## config.mk

```make
export PLATFORM = sky130hd
export DESIGN_NAME = amstrad_asic_regs
export DESIGN_NICKNAME = d
export VERILOG_FILES = /design/src/rtl/amstrad_asic_pkg.sv /design/src/rtl/asic_unlock_fsm.sv /design/src/rtl/amstrad_asic_regs.sv
export SDC_FILE = /design/constraint.sdc
export NUM_CORES = 1
export LEC_CHECK = 0
export CORE_MARGIN = 2
export CORE_UTILIZATION = 27
export DETAILED_ROUTE_END_ITERATION = 7
export GPL_ROUTABILITY_DRIVEN = 0
export HOLD_SLACK_MARGIN = 0.1
export MAX_ROUTING_LAYER = met4
export PLACE_DENSITY = 0.38
export SYNTH_ARGS = -nofsm -noshare
export SYNTH_HDL_FRONTEND = slang
export SYNTH_SLANG_ARGS = --single-unit
export TNS_END_PERCENT = 20
```

## constraint.sdc

```tcl
create_clock -name CLK -period 3 [get_ports CLK]
set_input_delay 0.6 -clock CLK [delete_from_list [all_inputs] [get_ports CLK]]
set_output_delay 0.6 -clock CLK [all_outputs]
set_load 0.02 [all_outputs]
```

## src/rtl/amstrad_asic_pkg.sv

```systemverilog
// Shared constants and types for the Plus/GX4000 ASIC register responder:
// the unlock byte sequence, register page addresses and unlock FSM states.
package amstrad_asic_pkg;

   typedef enum logic [1:0] {
      ST_LOCKED   = 2'd0,
      ST_SEQ      = 2'd1,
      ST_UNLOCKED = 2'd2
   } unlock_state_e;

   localparam logic [7:0] UNLOCK_SEQ [16] = '{
      8'hFF, 8'h00, 8'hFF, 8'h77, 8'hB3, 8'h51, 8'hA8, 8'hD4,
      8'h62, 8'h39, 8'h9C, 8'h46, 8'h2B, 8'h15, 8'h8A, 8'hCD
   };
   localparam logic [7:0] UNLOCK_KEY = 8'hEE;

   localparam logic [15:0] PAL_BASE      = 16'h6400;
   localparam logic [15:0] RASTER_IRQ    = 16'h6800;
   localparam logic [15:0] SPLIT_LINE    = 16'h6801;
   localparam logic [15:0] SPLIT_ADDR_HI = 16'h6802;
   localparam logic [15:0] SPLIT_ADDR_LO = 16'h6803;
   localparam logic [15:0] SOFT_SCROLL   = 16'h6804;

endpackage

```

## src/rtl/asic_unlock_fsm.sv

```systemverilog
// ASIC unlock sequence tracker: counts matching bytes written to the CRTC
// select port and unlocks on the final 8'hEE key byte.
module asic_unlock_fsm
   import amstrad_asic_pkg::*;
(
   input  logic       clk_i,
   input  logic       rst_ni,
   input  logic       strobe_i,
   input  logic [7:0] data_i,
   input  logic       plus_mode_i,
   output logic       unlocked_o,
   output logic [4:0] idx_o
);

   unlock_state_e state_q, state_d;
   logic [4:0]    idx_q, idx_d;

   always_ff @(posedge clk_i or negedge rst_ni) begin
      if (!rst_ni) begin
         state_q <= ST_LOCKED;
         idx_q   <= 5'd0;
      end else begin
         state_q <= state_d;
         idx_q   <= idx_d;
      end
   end

   always_comb begin
      state_d = state_q;
      idx_d   = idx_q;
      if (!plus_mode_i) begin
         state_d = ST_LOCKED;
         idx_d   = 5'd0;
      end else if (strobe_i) begin
         if (idx_q == 5'd16) begin
            idx_d   = 5'd0;
            state_d = (data_i == UNLOCK_KEY) ? ST_UNLOCKED : ST_LOCKED;
         end else begin
            if (data_i == UNLOCK_SEQ[idx_q[3:0]])
               idx_d = idx_q + 5'd1;
            else
               idx_d = (data_i == 8'hFF) ? 5'd1 : 5'd0;
            // An unlocked ASIC stays unlocked while a re-run is in progress.
            if (state_q != ST_UNLOCKED)
               state_d = (idx_d != 5'd0) ? ST_SEQ : ST_LOCKED;
         end
      end
   end

   assign unlocked_o = (state_q == ST_UNLOCKED);
   assign idx_o      = idx_q;

endmodule

```

## src/rtl/amstrad_asic_regs.sv

```systemverilog
// Plus/GX4000 ASIC register responder: unlock FSM, RMR2 and the 0x4000-0x7FFF
// register page. Define ASIC_REG_READBACK_EN to make register reads return stored values.
module amstrad_asic_regs
   import amstrad_asic_pkg::*;
#(
   parameter int unsigned PAL_ENTRIES = 32,
   parameter logic [7:0]  RMR2_RESET  = 8'h00
) (
   input  logic        CLK,
   input  logic        reset_n,
   input  logic        plus_mode,
   input  logic        io_WR,
   input  logic        mem_WR,
   input  logic        mem_RD,
   input  logic [15:0] A,
   input  logic [7:0]  D,
   input  logic        asic_reg_sel,
   output logic [7:0]  asic_dout,
   output logic        asic_enabled,
   output logic [7:0]  rmr2,
   output logic [7:0]  raster_irq,
   output logic [7:0]  split_line,
   output logic [15:0] split_addr,
   output logic [7:0]  soft_scroll,
   input  logic [4:0]  pal_idx,
   output logic [11:0] pal_rgb
);

   logic        old_wr_q, old_mwr_q;
   logic        io_edge, mwr_edge, reg_we;
   logic        unlocked;
   logic [4:0]  unused_idx;
   logic        pal_hit;
   logic [4:0]  pal_n;
   logic [7:0]  rd_data, dout_d;
   logic [7:0]  dout_q, rmr2_q, raster_q, split_line_q, soft_q;
   logic [15:0] split_addr_q;
   logic [11:0] pal_rgb_q;
   logic [11:0] pal_q [PAL_ENTRIES];

   assign io_edge  = io_WR & ~old_wr_q;
   assign mwr_edge = mem_WR & ~old_mwr_q;
   assign reg_we   = mwr_edge & asic_reg_sel & unlocked;

   asic_unlock_fsm u_unlock (
      .clk_i       (CLK),
      .rst_ni      (reset_n),
      .strobe_i    (io_edge & ~A[14] & (A[9:8] == 2'b00)),
      .data_i      (D),
      .plus_mode_i (plus_mode),
      .unlocked_o  (unlocked),
      .idx_o       (unused_idx)
   );

   // Palette sits on a 64-byte boundary, so the entry index is A[5:1].
   assign pal_hit = (A[15:6] == PAL_BASE[15:6]) && ({1'b0, A[5:1]} < 6'(PAL_ENTRIES));
   assign pal_n   = A[5:1];

   always_ff @(posedge CLK) begin
      if (reg_we && pal_hit && !A[0]) pal_q[pal_n][7:0]  <= D;
      if (reg_we && pal_hit &&  A[0]) pal_q[pal_n][11:8] <= D[3:0];
   end

   always_comb begin
      rd_data = 8'hFF;
`ifdef ASIC_REG_READBACK_EN
      if (pal_hit) begin
         rd_data = A[0] ? {4'h0, pal_q[pal_n][11:8]} : pal_q[pal_n][7:0];
      end else begin
         case (A)
            RASTER_IRQ:    rd_data = raster_q;
            SPLIT_LINE:    rd_data = split_line_q;
            SPLIT_ADDR_HI: rd_data = split_addr_q[15:8];
            SPLIT_ADDR_LO: rd_data = split_addr_q[7:0];
            SOFT_SCROLL:   rd_data = soft_q;
            default:       rd_data = 8'hFF;
         endcase
      end
`endif
      dout_d = (mem_RD && asic_reg_sel) ? rd_data : 8'hFF;
   end

   always_ff @(posedge CLK or negedge reset_n) begin
      if (!reset_n) begin
         old_wr_q     <= 1'b0;
         old_mwr_q    <= 1'b0;
         dout_q       <= 8'h00;
         rmr2_q       <= RMR2_RESET;
         raster_q     <= 8'h00;
         split_line_q <= 8'h00;
         split_addr_q <= 16'h0000;
         soft_q       <= 8'h00;
         pal_rgb_q    <= 12'h000;
      end else begin
         old_wr_q  <= io_WR;
         old_mwr_q <= mem_WR;
         dout_q    <= dout_d;
         pal_rgb_q <= pal_q[pal_idx];
         if (io_edge && !A[15] && (D[7:5] == 3'b101) && unlocked)
            rmr2_q <= {3'b000, D[4:0]};
         if (reg_we) begin
            case (A)
               RASTER_IRQ:    raster_q           <= D;
               SPLIT_LINE:    split_line_q       <= D;
               SPLIT_ADDR_HI: split_addr_q[15:8] <= D;
               SPLIT_ADDR_LO: split_addr_q[7:0]  <= D;
               SOFT_SCROLL:   soft_q             <= D;
               default:       ;
            endcase
         end
      end
   end

   assign asic_dout    = dout_q;
   assign asic_enabled = unlocked;
   assign rmr2         = rmr2_q;
   assign raster_irq   = raster_q;
   assign split_line   = split_line_q;
   assign split_addr   = split_addr_q;
   assign soft_scroll  = soft_q;
   assign pal_rgb      = pal_rgb_q;

endmodule
```

======== After elaboration in Yosys (flattened, before gate mapping) ========
Memory sizes are Yosys's and may differ from the RTL's. A register that Yosys moved wholly into a read port is not among the register bits.
Cells that the tools add are included.
storage, ports and cells
  bits in read-only memories .............. 128
  memories ................................ 2
  register bits after elaboration ......... 55
  output and inout port bits .............. 69
  input bits .............................. 36
  RAM bits ................................ 384
  word-level logic and storage cells ...... 77
  bits in latches ......................... 0
memories
  name              depth  bits a word  rd ports  clocked after Yosys merged registers in  write ports  line                     source
  pal_q             32     12           1         1                                        1            amstrad_asic_regs.sv:39  logic [11:0] pal_q [PAL_ENTRIES];
  (name not given)  16     8            1         0                                        0            asic_unlock_fsm.sv:39    if (data_i == UNLOCK_SEQ[idx_q[3:0]])
operators by class
  $add $sub $neg .......................... 1
  multiplexer cells ....................... 20
  $mul .................................... 0
  divide/modulo/power cells ............... 0
  $lt $le $gt $ge ......................... 1
  equal/unequal tests ..................... 15
  reductions and logical operators ........ 17
  bitwise logic cells ..................... 10
  shifts and indexed selects .............. 0
operators with widths
  operator                                                                 count
  16-bit by 15-bit equality test with 1-bit output, second input constant  5
  5-bit 2-to-1 mux                                                         7
  8-bit equality test, second input constant                               2
  8-bit 2-to-1 mux                                                         2
  2-bit AND reduction                                                      6
  10-bit by 9-bit equality test with 1-bit output, second input constant   1
  2-bit 2-to-1 mux                                                         5
  8-bit equality test                                                      1
  1-bit AND                                                                6
  1-bit logical AND                                                        6
  1-bit 2-to-1 mux                                                         6
  5-bit by 1-bit adder with 5-bit output, second input constant            1
  5-bit equality test, second input constant                               1
  5-bit >= comparator, second input constant                               1
  4-bit inverter with 5-bit output                                         1
  5-bit nonzero test                                                       1
  3-bit equality test, second input constant                               1
  1-bit logical NOT                                                        3
  3-bit by 1-bit inequality test with 1-bit output, second input constant  1
  1-bit inverter                                                           3
  2-bit equality test, second input constant                               1
  2-bit logical NOT                                                        1
  2-bit by 1-bit inequality test with 1-bit output, second input constant  1
  2-bit inequality test, second input constant                             1

======== Logic depth before layout (Yosys ltp) ========
  depth in word-level cells ............... 15
  gate-level depth with buffers ........... 10
  mapped depth without buffers ............ 8

======== Modules after synthesis ========
A second synthesis with hierarchy kept.
second synthesis, totals
  cells, all modules ...................... 1153
  area total of the unflattened synthesis .. 18471.5 um^2
modules (own cells, without submodules)
  module             area each (um^2)  cells each  instances  seq. area each (um^2)
  amstrad_asic_regs  17524.3           1045        1          13032.5
  asic_unlock_fsm    947.2             108         1          175.2

======== Worst setup path after synthesis ========
Ideal clock, no wire load.
  kind .................................... input port to flip-flop
  start point ............................. in A[7]
  end point ............................... mem pal_q[27][0] (enable)
  slack ................................... 0.291 ns
  data arrival time ....................... 2.339 ns
  library setup time ...................... 0.370 ns
  stages on the path ...................... 6
  path through ............................ or4bb_1 > nor4_2 > nand3b_1 > nor3_1 > nand3_1 > nor2_1
on the way
  word-level cells in the longest chain between the ends .. 5
ends and longest elaborated chain
  element                                          line                     source
  start: declaration                               amstrad_asic_regs.sv:15  input logic [15:0] A,
  10-bit by 9-bit equality test with 1-bit output  amstrad_asic_regs.sv:56  assign pal_hit = (A[15:6] == PAL_BASE[15:6]) && ({1'b0, A[5:1]} < 6'(PAL_ENTRIES));
  1-bit logical AND (2 in a row)                   amstrad_asic_regs.sv:60  if (reg_we && pal_hit && !A[0]) pal_q[pal_n][7:0] <= D;
  1-bit 2-to-1 mux                                 amstrad_asic_regs.sv:60
  1-bit 2-to-1 mux (not written as such)           amstrad_asic_regs.sv:60
  end: declaration                                 amstrad_asic_regs.sv:39
No other way between the ends.

======== Final worst setup path ========
  start point ............................. in asic_reg_sel
  end point ............................... mem pal_q[27][4] (enable)
on the way
  word-level cells in the longest chain between the ends .. 6
ends and longest elaborated chain
  element                                 line                     source
  start: declaration                      amstrad_asic_regs.sv:17  input logic asic_reg_sel,
  1-bit AND (2 in a row)                  amstrad_asic_regs.sv:43  assign reg_we = mwr_edge & asic_reg_sel & unlocked;
  1-bit logical AND (2 in a row)          amstrad_asic_regs.sv:60
  1-bit 2-to-1 mux                        amstrad_asic_regs.sv:60
  1-bit 2-to-1 mux (not written as such)  amstrad_asic_regs.sv:60
No other way between the ends.

==> flow_metrics.env <==
export IMPL_status="completed"
export IMPL_finalPower_mw=13.86
export IMPL_worst_pin_slew_ns=0.9778
export IMPL_cp_start_kind="primary input"
export IMPL_synth_area_top_cells="edfxtp_1 (64%), mux4_2 (15%), dfrtp_1 (9.3%)"
export IMPL_ios=105
export IMPL_root_buffer="clkbuf_16"
export IMPL_clock_fmax_ghz=0.3827
export IMPL_final_area_um2=22730
export IMPL_required_ns=3.32
export IMPL_yosysMostFrequentCell="edfxtp_1"
export IMPL_synth_distinct_cells=59
export IMPL_async_flop_share_pct=14.86
export IMPL_clk_pin_slew_ns=0.06
export IMPL_htreeDepth=2
export IMPL_die_area_um2=69190
export IMPL_drtIter0Drc=614
export IMPL_grt_pass1_wl_um=69900
export IMPL_core_um2=66100
export IMPL_vias=9168
export IMPL_grt_overflow=0
export IMPL_cts_tree="built"
export IMPL_cp_max_fo=8
export IMPL_cts_setup_buffers=0
export IMPL_ctsResizeCount=0
export IMPL_route_detailed_drc=0
export IMPL_synth_cells=894
export IMPL_placed_area_um2=21050
export IMPL_fillers=6267
export IMPL_yosys_register_bits=451
export IMPL_initial_core_util_pct=27.41
export IMPL_die_x_um=263.0
export IMPL_leakage_nw=7.710
export IMPL_synth_area_per_cell_um2=20.27
export IMPL_ir_worst_vdd_uv=396.3
export IMPL_synth_edff_count=384
export IMPL_r2r_slack_ns=0.45
export IMPL_hold_viol=0
export IMPL_rsz0062_at_grt="no"
export IMPL_cts_buffers=52
export IMPL_die_y_um=263.0
export IMPL_avgViaCountPerCell=4.516
export IMPL_skew_ns=0.02800
export IMPL_hold_slack_ns=0.1632
export IMPL_synth_top_area_share_pct=63.65
export IMPL_portBuffers=100
export IMPL_period_share_pct=87.11
export IMPL_arrival_ns=2.94
export IMPL_track_usage_pct=14.29
export IMPL_layout_area_overhead_vs_synth_pct=25.45
export IMPL_synth_top_cell_by_area="edfxtp_1"
export IMPL_drive_gt1_share_pct=35.06
export IMPL_wl_um=47380
export IMPL_critical_path_class="primary input to register"
export IMPL_synthFlopType="edfxtp_1"
export IMPL_grt_antenna_before_repair=6
export IMPL_grt_pass1_vias=9854
export IMPL_slew_viol_final=0
export IMPL_dp_hpwl_um=30270
export IMPL_ys_warn_count=0
export IMPL_wl_per_cell_um=23.34
export IMPL_ctsHoldBuffers=0
export IMPL_drv_cap=0
export IMPL_hold_path_class="primary input to async pin"
export IMPL_synth_cell_area_um2=18120
export IMPL_num_rows=94
export IMPL_cts_sinks=451
export IMPL_end_kind="register"
export IMPL_finalSetupViolCount=0
export IMPL_clock_path_buffers=3
export IMPL_grt_max_degree=71
export IMPL_antenna_left=0
export IMPL_yosysSeqAreaShare_pct=72.90
export IMPL_powerDensity_nw_per_um2=609.6
export IMPL_relSlewSlack_pct=34.81
export IMPL_min_period_ns=2.613
export IMPL_yosys_top_cells_count="edfxtp_1 (384), mux4_2 (124), nor2_1 (74)"
export IMPL_dr_pass1_iters=5
export IMPL_clock_latency_ns=0.61
export IMPL_nNetsFinal=1162
==> per-layer routing <==
metal  GRT usage [%]  up-vias  part of all wire, %
li1                -     4061                    -
met4           3.876        0                  2.1
met5               -        -                    0
met1           19.26     4815                   46
met2           21.83      222                   47
met3           3.152       70                  5.5
==> report_power, final <==
part           switching, mW  internal, mW  leakage [nW]
logic                  0.420         0.317          2.55
registers             0.0128          6.83          4.35
clock network           2.59          3.69         0.808
total                   3.02          10.8          7.71
==> layout make-up <==
cell class | count | area [µm²] | area share, %
diodes | 5 | 12.51 | 0.05505
clock buffers | 70 | 1390 | 6.116
clock inverters | 25 | 275.3 | 1.211
inverters | 7 | 26.28 | 0.1156
multi-input cells | 377 | 4587 | 20.18
flip-flops and latches | 451 | 13210 | 58.11
well taps | 864 | 1081 | 4.756
repair buffers | 231 | 2148 | 9.452
==> cell families after synthesis <==
logic type | synth area share, %
adder cells (fa/ha/maj) | 0.4144
XOR/XNOR | 0.3868
flip-flops | 72.90
AO/OA/AOI/OAI | 0.9669
buffers and inverters | 1.823
other | 0.04145
AND/OR/NAND/NOR | 4.344
multiplexers | 19.12
==> critical path, cell delays in order <==
cell             delay (ns)
clkdlybuf4s50_1        0.44
or4bb_1                0.49
nor4_2                 0.24
nand3b_1               0.14
nor3_1                 0.18
buf_4                  0.18
nand3_1                0.13
buf_12                 0.20
nor2_1                 0.14
buf_4                  0.18
==> registers in the layout, indices dropped and copies added, names as in the netlist <==
name	count
soft_scroll	8
split_addr	16
raster_irq	8
rmr2	5
u_unlock.idx_o	5
u_unlock.state_q	2
pal_q	384
old_mwr_q	1
asic_dout	1
pal_rgb	12
split_line	8
old_wr_q	1
==> layout by cell type (no fill, tap or decap), types with 3 or more instances in the layout <==
cell type / netlist / routed
mux4_2: 124 / 124
nor3_1: 5 / 5
buf_4: 10 / 116
mux2_4: 8 / 8
and3_1: 3 / 3
nand2b_1: 6 / 6
diode_2: 0 / 5
nand4_1: 7 / 7
nor2b_1: 3 / 3
nor2_1: 74 / 74
dfrtp_1: 67 / 67
xor2_1: 3 / 3
buf_2: 11 / 9
edfxtp_1: 384 / 384
clkinv_2: 0 / 8
ha_1: 6 / 6
nand2_1: 20 / 20
buf_12: 0 / 17
mux2_2: 49 / 49
inv_1: 7 / 7
clkdlybuf4s50_1: 0 / 88
clkinv_1: 0 / 8
xnor2_1: 5 / 5
bufinv_16: 0 / 5
clkbuf_16: 0 / 53
nand3b_1: 4 / 4
nand3_1: 11 / 11
clkbuf_1: 31 / 17
conb_1: 2 / 4
o21a_1: 3 / 3
==> path summary, 6_finish.rpt <==
kind	from	end	cells past startpoint
worst max-delay path	asic_reg_sel	pal_q[27][4]	10
worst min-delay path	reset_n	asic_dout[0]	1
worst max register to register	u_unlock.idx_o[0]	u_unlock.idx_o[1]	8
worst min register to register	u_unlock.state_q[0]	u_unlock.state_q[0]	2
max in group asynchronous	reset_n	pal_rgb[7]	1
min in group CLK	D[5]	pal_q[18][5]	1
==> per-stage QoR <==
step / cells / TNS [ns] / utilization [%] / worst slack, ns
after floorplan: 896 / 0 / - / 0.2905
after global routing: 2028 / 0 / 34.38 / 0.2037
after detailed placement: 1930 / -65.65 / 31.85 / -0.2870
after global placement: 1930 / -68.21 / 31.85 / -0.2825
final: 2030 / 0 / 34.39 / 0.3868
after CTS: 2025 / 0 / 34.37 / 0.3670
Power figures use the tool's default switching activity.
